==> config.mk <==
export PLATFORM = sky130hd
export DESIGN_NAME = ultraman_mem_arbiter_flat
export DESIGN_NICKNAME = d
export VERILOG_FILES = /design/src/rtl/ultraman_mem_arbiter_if.sv /design/src/rtl/ultraman_mem_arbiter.sv /design/src/flat_wrapper.sv
export SDC_FILE = /design/constraint.sdc
export NUM_CORES = 1
export LEC_CHECK = 0
export BUFFER_PORTS_ARGS = -buffer_cell sky130_fd_sc_hd__buf_4
export CAP_MARGIN = 20
export CORE_ASPECT_RATIO = 0.75
export CORE_MARGIN = 1
export CORE_UTILIZATION = 51
export DETAILED_ROUTE_END_ITERATION = 7
export PLACE_DENSITY = 0.79
export SYNTH_ARGS = -nofsm -noshare
export SYNTH_HDL_FRONTEND = slang
export SYNTH_SLANG_ARGS = --single-unit
==> constraint.sdc <==
create_clock -name clk -period 3.2 [get_ports clk]
set_input_delay 0.64 -clock clk [delete_from_list [all_inputs] [get_ports clk]]
set_output_delay 0.64 -clock clk [all_outputs]
set_load 0.01 [all_outputs]
==> src/rtl/ultraman_mem_arbiter_if.sv <==
`default_nettype none
// ============================================================================
// Module   : ultraman_mem_arbiter_if
// Brief    : core-side instruction/data memory bus between CPU and the arbiter.
// Revision : 1.0
// ============================================================================
interface ultraman_mem_arbiter_if;
  logic        i_req;
  logic [31:0] i_addr;
  logic [31:0] i_rdata;
  logic        i_rvalid;

  logic        d_wren;
  logic        d_rden;
  logic [31:0] d_addr;
  logic [31:0] d_wdata;
  logic [3:0]  d_wstrb;
  logic [31:0] d_rdata;
  logic        d_rvalid;

  logic        hold;

  modport master (
    output i_req, i_addr, d_wren, d_rden, d_addr, d_wdata, d_wstrb,
    input  i_rdata, i_rvalid, d_rdata, d_rvalid, hold
  );

  modport slave (
    input  i_req, i_addr, d_wren, d_rden, d_addr, d_wdata, d_wstrb,
    output i_rdata, i_rvalid, d_rdata, d_rvalid, hold
  );
endinterface
`default_nettype wire

==> src/rtl/ultraman_mem_arbiter.sv <==
`default_nettype none
// ============================================================================
// Module   : ultraman_mem_arbiter
// Brief    : instruction/data arbiter for one single-port SRAM with one-entry
//            pending buffers per side and in-order read-return tracking.
// Revision : 1.0
// ============================================================================
module ultraman_mem_arbiter #(
  parameter int RD_LATENCY = 2,
  parameter int MAX_WAIT   = 4
) (
  input  logic                  clk,
  input  logic                  resetn,
  ultraman_mem_arbiter_if.slave bus,
  output logic                  sram_en,
  output logic                  sram_we,
  output logic [29:0]           sram_addr,
  output logic [31:0]           sram_wdata,
  output logic [3:0]            sram_wstrb,
  input  logic [31:0]           sram_rdata,
  output logic                  overflow
);

  localparam logic [3:0] c_MAX_WAIT = 4'(MAX_WAIT);

  // Pending buffers
  logic                  r_ip_valid;
  logic [29:0]           r_ip_addr;
  logic                  r_dp_valid;
  logic [29:0]           r_dp_addr;
  logic [31:0]           r_dp_wdata;
  logic [3:0]            r_dp_wstrb;
  logic                  r_dp_we;

  logic [3:0]            r_wait_cnt;
  logic                  r_overflow;

  logic [RD_LATENCY-1:0] r_trk_vld;
  logic [RD_LATENCY-1:0] r_trk_src;
  logic [31:0]           r_i_rdata;
  logic [31:0]           r_d_rdata;

  logic                  w_d_live;
  logic                  w_i_cand;
  logic [29:0]           w_i_addr;
  logic                  w_d_cand;
  logic [29:0]           w_d_addr;
  logic [31:0]           w_d_wdata;
  logic [3:0]            w_d_wstrb;
  logic                  w_d_we;
  logic                  w_i_starved;
  logic                  w_gnt_i;
  logic                  w_gnt_d;
  logic                  w_ip_load;
  logic                  w_ip_clear;
  logic                  w_dp_load;
  logic                  w_dp_clear;
  logic                  w_i_drop;
  logic                  w_d_drop;
  logic                  w_rd_gnt;
  logic                  w_tail_vld;
  logic                  w_i_ret;
  logic                  w_d_ret;
  logic                  w_unused_addr_lsbs;

  // Byte-offset bits never reach the word-addressed SRAM.
  assign w_unused_addr_lsbs = ^{bus.i_addr[1:0], bus.d_addr[1:0]};

  // A write wins when both data strobes are high.
  assign w_d_live  = bus.d_wren | bus.d_rden;

  assign w_i_cand  = r_ip_valid | bus.i_req;
  assign w_i_addr  = r_ip_valid ? r_ip_addr : bus.i_addr[31:2];

  assign w_d_cand  = r_dp_valid | w_d_live;
  assign w_d_addr  = r_dp_valid ? r_dp_addr  : bus.d_addr[31:2];
  assign w_d_wdata = r_dp_valid ? r_dp_wdata : bus.d_wdata;
  assign w_d_wstrb = r_dp_valid ? r_dp_wstrb : bus.d_wstrb;
  assign w_d_we    = r_dp_valid ? r_dp_we    : bus.d_wren;

  assign w_i_starved = (r_wait_cnt == c_MAX_WAIT);

  // resetn gating keeps the SRAM command quiet while reset is asserted.
  assign w_gnt_d = resetn & w_d_cand & ~(w_i_cand & w_i_starved);
  assign w_gnt_i = resetn & w_i_cand & ~w_gnt_d;

  always_comb begin
    sram_en    = 1'b0;
    sram_we    = 1'b0;
    sram_addr  = '0;
    sram_wdata = '0;
    sram_wstrb = '0;
    if (w_gnt_d) begin
      sram_en   = 1'b1;
      sram_we   = w_d_we;
      sram_addr = w_d_addr;
      if (w_d_we) begin
        sram_wdata = w_d_wdata;
        sram_wstrb = w_d_wstrb;
      end
    end else if (w_gnt_i) begin
      sram_en   = 1'b1;
      sram_addr = w_i_addr;
    end
  end

  // A live request lands in the buffer if the buffer is free and the request
  // loses, or if the buffer's current occupant is being granted this cycle.
  assign w_ip_load  = bus.i_req & (r_ip_valid ? w_gnt_i : ~w_gnt_i);
  assign w_ip_clear = r_ip_valid & w_gnt_i & ~bus.i_req;
  assign w_i_drop   = r_ip_valid & ~w_gnt_i & bus.i_req;

  assign w_dp_load  = w_d_live & (r_dp_valid ? w_gnt_d : ~w_gnt_d);
  assign w_dp_clear = r_dp_valid & w_gnt_d & ~w_d_live;
  assign w_d_drop   = r_dp_valid & ~w_gnt_d & w_d_live;

  always_ff @(posedge clk or negedge resetn) begin
    if (!resetn) begin
      r_ip_valid <= 1'b0;
      r_ip_addr  <= '0;
    end else if (w_ip_load) begin
      r_ip_valid <= 1'b1;
      r_ip_addr  <= bus.i_addr[31:2];
    end else if (w_ip_clear) begin
      r_ip_valid <= 1'b0;
    end
  end

  always_ff @(posedge clk or negedge resetn) begin
    if (!resetn) begin
      r_dp_valid <= 1'b0;
      r_dp_addr  <= '0;
      r_dp_wdata <= '0;
      r_dp_wstrb <= '0;
      r_dp_we    <= 1'b0;
    end else if (w_dp_load) begin
      r_dp_valid <= 1'b1;
      r_dp_addr  <= bus.d_addr[31:2];
      r_dp_wdata <= bus.d_wdata;
      r_dp_wstrb <= bus.d_wstrb;
      r_dp_we    <= bus.d_wren;
    end else if (w_dp_clear) begin
      r_dp_valid <= 1'b0;
    end
  end

  always_ff @(posedge clk or negedge resetn) begin
    if (!resetn) begin
      r_wait_cnt <= '0;
      r_overflow <= 1'b0;
    end else begin
      if (w_gnt_i) begin
        r_wait_cnt <= '0;
      end else if (w_i_cand && !w_i_starved) begin
        r_wait_cnt <= r_wait_cnt + 4'd1;
      end
      if (w_i_drop || w_d_drop) begin
        r_overflow <= 1'b1;
      end
    end
  end

  // Read-return tracker: src=1 marks a data-side read.
  assign w_rd_gnt = sram_en & ~sram_we;

  always_ff @(posedge clk or negedge resetn) begin
    if (!resetn) begin
      r_trk_vld <= '0;
      r_trk_src <= '0;
    end else begin
      r_trk_vld[0] <= w_rd_gnt;
      r_trk_src[0] <= w_gnt_d;
      for (int k = 1; k < RD_LATENCY; k++) begin
        r_trk_vld[k] <= r_trk_vld[k-1];
        r_trk_src[k] <= r_trk_src[k-1];
      end
    end
  end

  assign w_tail_vld = r_trk_vld[RD_LATENCY-1];
  assign w_i_ret    = w_tail_vld & ~r_trk_src[RD_LATENCY-1];
  assign w_d_ret    = w_tail_vld &  r_trk_src[RD_LATENCY-1];

  always_ff @(posedge clk or negedge resetn) begin
    if (!resetn) begin
      r_i_rdata <= '0;
      r_d_rdata <= '0;
    end else begin
      if (w_i_ret) r_i_rdata <= sram_rdata;
      if (w_d_ret) r_d_rdata <= sram_rdata;
    end
  end

  // The return cycle forwards the SRAM word; afterwards the register holds it.
  assign bus.i_rvalid = w_i_ret;
  assign bus.i_rdata  = w_i_ret ? sram_rdata : r_i_rdata;
  assign bus.d_rvalid = w_d_ret;
  assign bus.d_rdata  = w_d_ret ? sram_rdata : r_d_rdata;

  assign bus.hold = r_ip_valid | r_dp_valid;
  assign overflow = r_overflow;

endmodule
`default_nettype wire
==> src/flat_wrapper.sv <==
// flat-port wrapper written by rule: the top's interface ports become plain ports
module ultraman_mem_arbiter_flat 
#(
  parameter int RD_LATENCY = 2,
  parameter int MAX_WAIT   = 4
)
  (clk, resetn, sram_en, sram_we, sram_addr, sram_wdata, sram_wstrb, sram_rdata, overflow, bus_i_req, bus_i_addr, bus_d_wren, bus_d_rden, bus_d_addr, bus_d_wdata, bus_d_wstrb, bus_i_rdata, bus_i_rvalid, bus_d_rdata, bus_d_rvalid, bus_hold);
  ultraman_mem_arbiter_if bus_i ();
  input  logic clk;
  input  logic resetn;
  output logic sram_en;
  output logic sram_we;
  output logic [29:0] sram_addr;
  output logic [31:0] sram_wdata;
  output logic [3:0] sram_wstrb;
  input  logic [31:0] sram_rdata;
  output logic overflow;
  input wire logic [$bits(bus_i.i_req)-1:0] bus_i_req;
  input wire logic [$bits(bus_i.i_addr)-1:0] bus_i_addr;
  input wire logic [$bits(bus_i.d_wren)-1:0] bus_d_wren;
  input wire logic [$bits(bus_i.d_rden)-1:0] bus_d_rden;
  input wire logic [$bits(bus_i.d_addr)-1:0] bus_d_addr;
  input wire logic [$bits(bus_i.d_wdata)-1:0] bus_d_wdata;
  input wire logic [$bits(bus_i.d_wstrb)-1:0] bus_d_wstrb;
  output wire logic [$bits(bus_i.i_rdata)-1:0] bus_i_rdata;
  output wire logic [$bits(bus_i.i_rvalid)-1:0] bus_i_rvalid;
  output wire logic [$bits(bus_i.d_rdata)-1:0] bus_d_rdata;
  output wire logic [$bits(bus_i.d_rvalid)-1:0] bus_d_rvalid;
  output wire logic [$bits(bus_i.hold)-1:0] bus_hold;
  assign bus_i.i_req = bus_i_req;
  assign bus_i.i_addr = bus_i_addr;
  assign bus_i.d_wren = bus_d_wren;
  assign bus_i.d_rden = bus_d_rden;
  assign bus_i.d_addr = bus_d_addr;
  assign bus_i.d_wdata = bus_d_wdata;
  assign bus_i.d_wstrb = bus_d_wstrb;
  assign bus_i_rdata = bus_i.i_rdata;
  assign bus_i_rvalid = bus_i.i_rvalid;
  assign bus_d_rdata = bus_i.d_rdata;
  assign bus_d_rvalid = bus_i.d_rvalid;
  assign bus_hold = bus_i.hold;
  ultraman_mem_arbiter #(.RD_LATENCY(RD_LATENCY), .MAX_WAIT(MAX_WAIT)) u_core (.clk(clk), .resetn(resetn), .bus(bus_i), .sram_en(sram_en), .sram_we(sram_we), .sram_addr(sram_addr), .sram_wdata(sram_wdata), .sram_wstrb(sram_wstrb), .sram_rdata(sram_rdata), .overflow(overflow));
endmodule
==> metrics.yaml, run 1 <==
yosys:
  synth_cell_types: 28
  ys_top_cells_by_area: "dfrtp_1, mux2_2, mux2i_1, a22o_1, o21ai_0"
  avgSynthCellArea_um2: 12.9
  synth_edf_count: 0
  yosysSeqAreaShare_pct: 53.4
  synth_nets: 769
  yosys-top-cells-count: "dfrtp_1, mux2_2, mux2i_1"
  synth_seq_cells: 172
  yosysTopAreaCell: "dfrtp_1"
  synth-main-ff-cell: "dfrtp_1"
  async_flop_share_pct: 100
  yosysMostFrequentCell: "dfrtp_1"
  synth-warning-count: 0
  mappedNetlistArea_um2: 8060
  synth_top_area_share_pct: 53.4
  synthCells: 626
placed_design:
  gp_congestion: 0.796
  dp_hpwl_um: 14300
  dpl.cell_count: 1067
  io_buffers: 268
final_layout:
  final_cells: 1099
  antennaDiodeCount: 0
  fillers: 1105
  nets: 1024
  syn2layout_area_growth_pct: 34.7
  drive_above_1_share_pct: 54.3
floorplanning:
  start_util_pct: 52.6
  coreArea_um2: 15300
  io_pins: 273
  die_y_um: 111
  chipWidth_um: 147
  die-area_um2: 16300
  std_cell_rows: 39
status:
  status: "finished, final reports clean"
clocking:
  clockBufferDepth: 2
  clk_pin_slew_ns: 0.07
  cts-hold-fix-buffers: 0
  cts_setup_buffers: 0
  clock_latency_ns: 0.42
  cts.sinks: 172
  cts_tree: "yes"
  cts_buffers: 17
  ctsRootBufferMaster: "clkbuf_16"
  ctsHtreeMaxLevel: 4
sta:
  worst_pin_slew_ns: 0.947
  fin_skew_ns: 0.00746
  fmax_mhz: 330
  hold_violations: 0
  rsz0062_at_grt: "no"
  tns_ns: 0
  min_period_ns: 3.03
  finalSetupViolations: 0
  slew-limit-headroom_pct: 36.9
  fin_crit_sh_pct: 94.8
  drv_slew: 0
power_and_ir_drop:
  leakage_uw: 0.00537
  power.density_nw_per_um2: 986
  vdd_drop_max_mv: 0.489
worst_setup_path:
  arrival_ns: 2.39
  r2r-start: "u_core.r_dp_valid"
  crit_type: "reg -> out"
  r2r_end: "u_core.r_ip_addr[29]"
  critPathLaunchType: "flop"
  crit_path_end_kind: "output pin"
  worst_ep_required_time_ns: 2.56
  rrSetupSlack_ns: 0.50
  reg2regPathDepth: 7
  cp_max_fo: 52
routing:
  drtIter0Drc: 238
  wl_um: 19800
  avgViaCountPerCell: 5.40
  wl_per_cell_um: 18.0
  dr_total_vias: 5940
  dr.pass1.iters: 4
  postRouteAntennaNets: 0
  drc: 0
global_route:
  grt_pass1_vias: 6401
  antenna_found_initial: 0
  grt_pass1_wl_um: 31800
  grt_overflow: 0
  grtUsageTotal_pct: 24.8
  grt_max_degree: 76
min_path:
  hold_path.class: "in -> async"
flow_run:
  cap_viol_max_count: 0
==> power breakdown <==
| group | leakage [µW] | internal [µW] | switching [µW] |
|---|---|---|---|
| Clock | 0.000285 | 1040 | 946 |
| Sequential | 0.00200 | 3260 | 512 |
| Combinational | 0.00308 | 2750 | 2200 |
==> critical path, cell delays in order, from the launching register on <==
cell	delay (ns)
dfrtp_4	0.66
o31ai_4	0.33
o21bai_4	0.26
buf_12	0.26
nand3_1	0.10
o21ai_0	0.16
buf_4	0.18
==> worst max path at each step <==
| stage | to | cells past startpoint | slack (ns) | from |
|---|---|---|---|---|
| CTS | sram_wdata[25] | 6 | 0.06 | u_core.r_dp_valid |
| detailed placement | u_core.r_dp_wstrb[3] | 7 | 0.39 | resetn |
| finish | sram_addr[20] | 6 | 0.17 | u_core.r_dp_valid |
| global placement | u_core.r_dp_wdata[16] | 7 | 0.45 | resetn |
| floorplan | u_core.r_dp_wdata[16] | 8 | 0.55 | bus_d_wren |
| global route | sram_addr[6] | 6 | 0.02 | u_core.r_dp_valid |
==> stage by stage <==
stage / setup slack (ns) / total power, µW / hold WS [ns] / util (%) / area [µm²]
detailed placement: 0.390 / 8780 / 0.337 / 67.1 / 10300
global placement: 0.445 / 8490 / 0.334 / 67.1 / 10300
finish: 0.166 / 10700 / 0.0861 / 70.9 / 10900
global route: 0.0162 / 11300 / 0.0718 / 70.9 / 10900
CTS: 0.0588 / 10800 / 0.0722 / 70.8 / 10900
floorplan: 0.550 / 6730 / 0.331 / - / 8060
==> cells by family (layout without fill, tap and decap cells) <==
| kind of cell | after synthesis | count (layout) | share of synthesized area (%) |
|---|---|---|---|
| buffers and inverters | 55 | 323 | 3.21 |
| and+or+nand+nor | 91 | 91 | 5.11 |
| muxes | 228 | 228 | 30.8 |
| DFF | 172 | 172 | 53.4 |
| AOI/OAI and AO/OA | 74 | 74 | 6.56 |
| adders and majority gates | 6 | 6 | 0.931 |
==> cell type report <==
class,instances,area (µm²),area share (%)
multi-input combinational,399,3520,32.4
timing repair buffer,283,2180,20.0
inverter,8,30.0,0.277
sequential,172,4310,39.7
tap,205,256,2.36
clock inverter,15,146,1.35
clock buffer,17,425,3.92
==> layout by cell type (no fill, tap or decap) <==
| cell | count |
|---|---|
| a21o_1 | 2 |
| a21oi_1 | 2 |
| a22o_1 | 32 |
| and3_1 | 2 |
| buf_12 | 3 |
| buf_4 | 277 |
| buf_6 | 2 |
| clkbuf_16 | 17 |
| clkbuf_8 | 1 |
| clkinv_2 | 2 |
| clkinv_4 | 1 |
| clkinv_8 | 2 |
| dfrtp_1 | 171 |
| dfrtp_4 | 1 |
| ha_1 | 6 |
| inv_1 | 8 |
| inv_6 | 7 |
| inv_8 | 3 |
| mux2_2 | 161 |
| mux2i_1 | 67 |
| nand2_1 | 11 |
| nand3_1 | 32 |
| nand3b_1 | 2 |
| nor2_1 | 37 |
| nor2_2 | 1 |
| nor2b_2 | 2 |
| nor4_1 | 1 |
| o2111ai_1 | 1 |
| o21ai_0 | 34 |
| o21ai_4 | 1 |
| o21bai_4 | 1 |
| o31ai_4 | 1 |
| or2_1 | 1 |
| or2_2 | 2 |
==> sequential cells by signal, indices dropped and copies added (netlist names) <==
signal	count
u_core.r_i_rdata	32
u_core.r_dp_we	1
u_core.r_d_rdata	32
u_core.r_trk_vld	2
u_core.r_ip_addr	30
u_core.r_wait_cnt	4
u_core.r_dp_wdata	32
u_core.r_dp_valid	1
u_core.overflow	1
u_core.r_trk_src	2
u_core.r_dp_wstrb	4
u_core.r_ip_valid	1
u_core.r_dp_addr	30
==> metal layers <==
metal,up-vias,GRT usage [%],wire (µm)
met3,33,8.40,1460
li1,2752,-,-
met4,0,8.32,331
met5,-,0,0
met2,196,42.0,9760
met1,2959,29.4,8240
==> repair_timing <==
item | in CTS | in global routing
pin swaps | 0 | 0
resized for setup | 1 | 1
endpoints found under the setup margin | 37 | 37
Power figures use the tool's default switching activity.
==> run 2: changes to the inputs <==
==> constraint.sdc (replaced) <==
create_clock -name clk -period 2.99 [get_ports clk]
set_input_delay 0.598 -clock clk [delete_from_list [all_inputs] [get_ports clk]]
set_output_delay 0.598 -clock clk [all_outputs]
set_load 0.01 [all_outputs]
==> metrics.yaml, run 2 (synthesized netlist as in run 1, its figures left out) <==
status:
  status: "finished, final reports clean"  # unchanged
routing:
  drtIter0Drc: 253  # was 238
  dr_total_vias: 5888  # was 5,940
  drc: 0  # unchanged
  dr.pass1.iters: 5  # was 4
  postRouteAntennaNets: 0  # unchanged
  avgViaCountPerCell: 5.35  # was 5.40
  wl_per_cell_um: 17.7  # was 18.0 µm
  wl_um: 19500  # was 19,800 µm
placed_design:
  place_ws_ns: 0.340  # was 0.390 ns
  dpl.cell_count: 1068  # was 1,067
  gp_congestion: 0.798  # was 0.796
  io_buffers: 268  # unchanged
  dp_hpwl_um: 14100  # was 14,300 µm
sta:
  fin_crit_sh_pct: 94.8
  rsz0062_at_grt: "yes"  # was no
  tns_ns: 0  # unchanged
  min_period_ns: 2.83
  fin_ws_ns: 0.155  # was 0.166 ns
  slew-limit-headroom_pct: 39.2  # was 36.9%
  fmax_mhz: 353
  hold_slack_ns: 0.0323  # was 0.0861 ns
  worst_pin_slew_ns: 0.909  # was 0.947 ns
  hold_violations: 0  # unchanged
  drv_slew: 0  # unchanged
  finalSetupViolations: 0  # unchanged
  fin_skew_ns: 0.0121  # was 0.00746 ns
worst_setup_path:
  arrival_ns: 2.24  # was 2.39 ns
  crit_path_end_kind: "output pin"  # unchanged
  crit_type: "reg -> out"  # unchanged
  worst_ep_required_time_ns: 2.39  # was 2.56 ns
  critPathLaunchType: "flop"  # unchanged
  reg2regPathDepth: 8  # was 7
  r2r-start: "u_core.r_wait_cnt[0]"  # was u_core.r_dp_valid
  r2r_end: "u_core.r_dp_addr[17]"  # was u_core.r_ip_addr[29]
  cp_max_fo: 24  # was 52
  rrSetupSlack_ns: 0.46  # was 0.50 ns
global_route:
  antenna_found_initial: 0  # unchanged
  grt_pass1_wl_um: 31900  # was 31,800 µm
  grt_overflow: 0  # unchanged
  grt_max_degree: 90  # was 76
  grt_pass1_vias: 6262  # was 6,401
  grtUsageTotal_pct: 25.0  # was 24.8%
floorplanning:
  start_util_pct: 52.6  # unchanged
  coreArea_um2: 15300  # unchanged
  std_cell_rows: 39  # unchanged
  die-area_um2: 16300  # unchanged
  io_pins: 273  # unchanged
  die_y_um: 111  # unchanged
  chipWidth_um: 147  # unchanged
final_layout:
  drive_above_1_share_pct: 54.2  # was 54.3%
  nets: 1025  # was 1,024
  final_common_cell: "buf_4"  # unchanged
  fillers: 1051  # was 1,105
  antennaDiodeCount: 0  # unchanged
  layout_common_cells: "buf_4, dfrtp_1, mux2_2"  # unchanged
  fin_util_pct: 71.2  # was 70.9%
  top_regs: "u_core.r_d_rdata x32, u_core.r_dp_wdata x32, u_core.r_i_rdata x32"  # unchanged
  syn2layout_area_growth_pct: 35.2  # was 34.7%
  final_cells: 1100  # was 1,099
clocking:
  cts_buffers: 17  # unchanged
  cts-hold-fix-buffers: 0  # unchanged
  ctsRootBufferMaster: "clkbuf_16"  # unchanged
  cts_tree: "yes"  # unchanged
  cts_setup_buffers: 0  # unchanged
  clock_latency_ns: 0.42  # about the same
  clockBufferDepth: 2  # unchanged
  clk_pin_slew_ns: 0.07  # about the same
  ctsHtreeMaxLevel: 4  # unchanged
  cts.sinks: 172  # unchanged
power_and_ir_drop:
  power_frac_seq_pct: 34.7  # was 35.2%
  clock_power_share_pct: 18.5  # about the same
  power.density_nw_per_um2: 1050  # was 986 nW/µm²
  p_int_uw: 7570  # was 7050 µW
  vdd_drop_max_mv: 0.647  # was 0.489 mV
  switching_share_pct: 34.1  # about the same
  p_sw_uw: 3920  # was 3660 µW
  p_comb_share_pct: 46.8  # was 46.2%
  leakage_uw: 0.00539  # was 0.00537 µW
min_path:
  hold_path.class: "in -> async"  # unchanged
flow_run:
  cap_viol_max_count: 0  # unchanged
[run 2: power by group through the flow]
| stage | Clock [µW] | Sequential, µW | Combinational [µW] |
|---|---|---|---|
| finish | 2130 | 3990 | 5380 |
| CTS | 2170 | 3980 | 5430 |
| global placement | 0 | 3920 | 5190 |
| global route | 2290 | 4120 | 5810 |
| detailed placement | 0 | 4010 | 5410 |
| floorplan | 0 | 3840 | 3360 |
[run 2: stage by stage]
stage | area (µm²) | total power (µW)
6_report | 10900 | 11500
2_1_floorplan | 8060 | 7200
3_3_place_gp | 10300 | 9120
5_1_grt | 10900 | 12200
4_1_cts | 10900 | 11600
3_5_place_dp | 10300 | 9420
[run 2: cell type report]
cell class              instances  area (µm²)  share of cell area [%]
clock buffers                  18         429                    3.94
multi-input cells             399        3520                    32.2
inverters                       8        30.0                   0.275
clock inverters                14         143                    1.31
repair buffers                284        2220                    20.4
flip-flops and latches        172        4310                    39.5
well taps                     205         256                    2.35
[run 2: how the worst max path moves through the flow]
stage | slack (ns) | cells past startpoint | end | start
6_report | 0.16 | 8 | sram_addr[10] | u_core.r_wait_cnt[0]
5_1_grt | 0.001 | 8 | sram_addr[28] | u_core.r_wait_cnt[0]
4_1_cts | 0.04 | 8 | sram_addr[11] | u_core.r_wait_cnt[0]
3_5_place_dp | 0.34 | 7 | u_core.r_dp_addr[17] | resetn
3_3_place_gp | 0.39 | 7 | u_core.r_dp_addr[19] | resetn
2_1_floorplan | 0.38 | 8 | u_core.r_dp_wdata[16] | bus_d_wren
[run 2: critical path, cell delays in order (launching register included)]
cell and delay, ns:
dfrtp_1 0.42, inv_1 0.07, ha_1 0.20, nand3b_1 0.18
o21bai_4 0.23, buf_4 0.29, nand3_1 0.10, o21ai_0 0.14
buf_4 0.17
[run 2: routing by layer]
metal,wire length (µm),track usage [%],vias up
li1,-,-,2761
met1,8260,30.7,2902
met2,9560,42.3,197
met3,1340,7.37,28
met4,357,7.90,0
met5,0,0,-
[run 2: repair_timing]
action                                  CTS  global route
resized for setup                         0             2
hold endpoints to repair                  0             0
endpoints found under the setup margin    0            54
==> run 3: changes to the inputs <==
==> constraint.sdc (replaced) <==
create_clock -name clk -period 2.99 [get_ports clk]
set_input_delay 0.598 -clock clk [delete_from_list [all_inputs] [get_ports clk]]
set_output_delay 0.598 -clock clk [all_outputs]
set_load 0.05 [all_outputs]
==> metrics.yaml, run 3 (synthesized netlist as in run 1, its figures left out) <==
status:
  status: "finished, final reports clean"  # unchanged
final_layout:
  layout_common_cells: "buf_4, dfrtp_1, mux2_2"  # unchanged
  multi_input_area_um2: 3530  # was 3520 µm²
  nets: 1032  # was 1,025
  fillers: 1055  # was 1,051
  syn2layout_area_growth_pct: 36.5  # was 35.2%
  final_cells: 1107  # was 1,100
  regArea_um2: 4310  # unchanged
  drive_above_1_share_pct: 54.7  # was 54.2%
  final_common_cell: "buf_4"  # unchanged
  antennaDiodeCount: 0  # unchanged
  top_regs: "u_core.r_d_rdata x32, u_core.r_dp_wdata x32, u_core.r_i_rdata x32"  # unchanged
  fin_util_pct: 71.9  # was 71.2%
worst_setup_path:
  cp_cell_sequence: "inv_1 -> ha_1 -> nand3b_1 -> o21bai_4 -> or2_1 -> buf_12 -> nor2_1 -> buf_4"  # was inv_1 -> ha_1 -> nand3b_1 -> o21bai_4 -> buf_4 -> nand3_1 -> o21ai_0 -> buf_4
  critPathLaunchType: "flop"  # unchanged
  crit_type: "reg -> out"  # unchanged
  crit_family: "simple AND/OR/NAND/NOR gates"  # was buffers and inverters
  worst_ep_required_time_ns: 2.39  # about the same
  cp_max_fo: 37  # was 24
  critPathBufInv: 3  # unchanged
  crit_path_top_delay_cell: "dfrtp_1"  # unchanged
  critPathMaxStageDelay_ns: 0.40  # was 0.42 ns
  crit_path_end_kind: "output pin"  # unchanged
  arrival_ns: 2.26  # was 2.24 ns
clocking:
  clock_latency_ns: 0.43  # was 0.42 ns
  cts_tree: "yes"  # unchanged
  cts.sinks: 172  # unchanged
  cts-hold-fix-buffers: 0  # unchanged
  clk_pin_slew_ns: 0.07  # about the same
  ctsHtreeMaxLevel: 4  # unchanged
  cts_buffers: 17  # unchanged
  clockBufferDepth: 2  # unchanged
  ctsRootBufferMaster: "clkbuf_16"  # unchanged
floorplanning:
  die_y_um: 111  # unchanged
  chipWidth_um: 147  # unchanged
  start_util_pct: 52.6  # unchanged
  io_pins: 273  # unchanged
  die-area_um2: 16300  # unchanged
  coreArea_um2: 15300  # unchanged
  std_cell_rows: 39  # unchanged
routing:
  avgViaCountPerCell: 5.36  # was 5.35
  wl_per_cell_um: 18.2  # was 17.7 µm
  drc: 0  # unchanged
  drtIter0Drc: 241  # was 253
  dr_total_vias: 5938  # was 5,888
  wl_um: 20200  # was 19,500 µm
  postRouteAntennaNets: 0  # unchanged
  dr.pass1.iters: 4  # was 5
sta:
  worst_pin_slew_ns: 0.684  # was 0.909 ns
  fin_skew_ns: 0.0127  # was 0.0121 ns
  finalSetupViolations: 0  # unchanged
  slew-limit-headroom_pct: 54.4  # was 39.2%
  hold_violations: 0  # unchanged
  min_period_ns: 2.86  # was 2.83 ns
  fmax_mhz: 350  # was 353 MHz
  drv_slew: 0  # unchanged
  fin_crit_sh_pct: 95.7  # was 94.8%
placed_design:
  io_buffers: 268  # unchanged
  gp_congestion: 0.811  # was 0.798
  dpl.cell_count: 1067  # was 1,068
  dp_hpwl_um: 14100  # about the same
global_route:
  grt_pass1_wl_um: 32300  # was 31,900 µm
  grt_overflow: 0  # unchanged
  grt_max_degree: 106  # was 90
  antenna_found_initial: 0  # unchanged
  grt_pass1_vias: 6267  # was 6,262
  grtUsageTotal_pct: 25.4  # was 25.0%
min_path:
  hold_path.class: "in -> async"  # unchanged
power_and_ir_drop:
  vdd_drop_max_mv: 0.782  # was 0.647 mV
  leakage_uw: 0.00544  # was 0.00539 µW
  power.density_nw_per_um2: 1290  # was 1050 nW/µm²
flow_run:
  cap_viol_max_count: 0  # unchanged
==> run 3: worst reg2reg max path, delay by kind of cell, from the launching register on <==
| kind | cells | cell delay, ns |
|---|---|---|
| adder cells (fa/ha/maj) | 2 | 0.52 |
| buffers and inverters | 4 | 0.74 |
| AO/OA/AOI/OAI | 1 | 0.23 |
| AND/OR/NAND/NOR | 3 | 0.40 |
| multiplexers | 1 | 0.38 |
| flip-flops | 1 | 0.42 |
==> run 3: final cells by class <==
class,count,area share [%]
flip-flops and latches,172,39.1
clock buffers,17,3.86
well taps,205,2.33
repair buffers,290,20.7
multi-input cells,400,32.1
inverters,8,0.273
clock inverters,15,1.57
==> run 3: stage by stage <==
stage	total power (µW)	worst slack (ns)	instance area [µm²]	hold WS (ns)	setup TNS, ns
after floorplan	9760	0.0427	8060	0.302	0
after global placement	11700	0.275	10300	0.334	0
after detailed placement	12000	0.158	10300	0.337	0
after CTS	14300	-0.00444	11000	0.258	-0.00696
after global routing	14900	-0.0215	11000	0.244	-0.0565
final	14200	0.129	11000	0.228	0
==> run 3: final timing paths <==
path | start | endpoint | slack (ns) | depth (start not counted)
worst min register to register | u_core.r_trk_vld[0] | u_core.r_trk_vld[1] | 0.35 | 0
min in group clk | u_core.r_trk_vld[0] | u_core.r_trk_vld[1] | 0.35 | 0
worst max-delay path | u_core.r_wait_cnt[0] | sram_wdata[24] | 0.13 | 8
max in group asynchronous | resetn | u_core.r_dp_addr[1] | 1.03 | 4
worst max register to register | u_core.r_wait_cnt[1] | u_core.r_ip_addr[12] | 0.19 | 11
worst min-delay path | resetn | u_core.r_trk_vld[0] | 0.23 | 2
==> run 3: timing repair <==
item	4_1_cts	5_1_grt
setup endpoints to repair	61	96
pin swaps	1	2
setup buffers	2	5
cloned	1	0
gates resized for setup	0	3
hold endpoints to repair	0	0
==> run 3: power breakdown <==
group	leakage [µW]	total, µW	switching (µW)	internal [µW]
Clock	0.000292	2220	1020	1190
Sequential	0.00200	4000	512	3490
Combinational	0.00314	8010	4950	3060
==> run 3: per-layer routing <==
| metal | global-route usage (%) | vias up | share of wire, % |
|---|---|---|---|
| met5 | 0 | - | 0 |
| met2 | 43.0 | 197 | 49 |
| met3 | 8.52 | 28 | 8.3 |
| met4 | 7.56 | 0 | 1.2 |
| li1 | - | 2766 | - |
| met1 | 30.6 | 2947 | 41 |
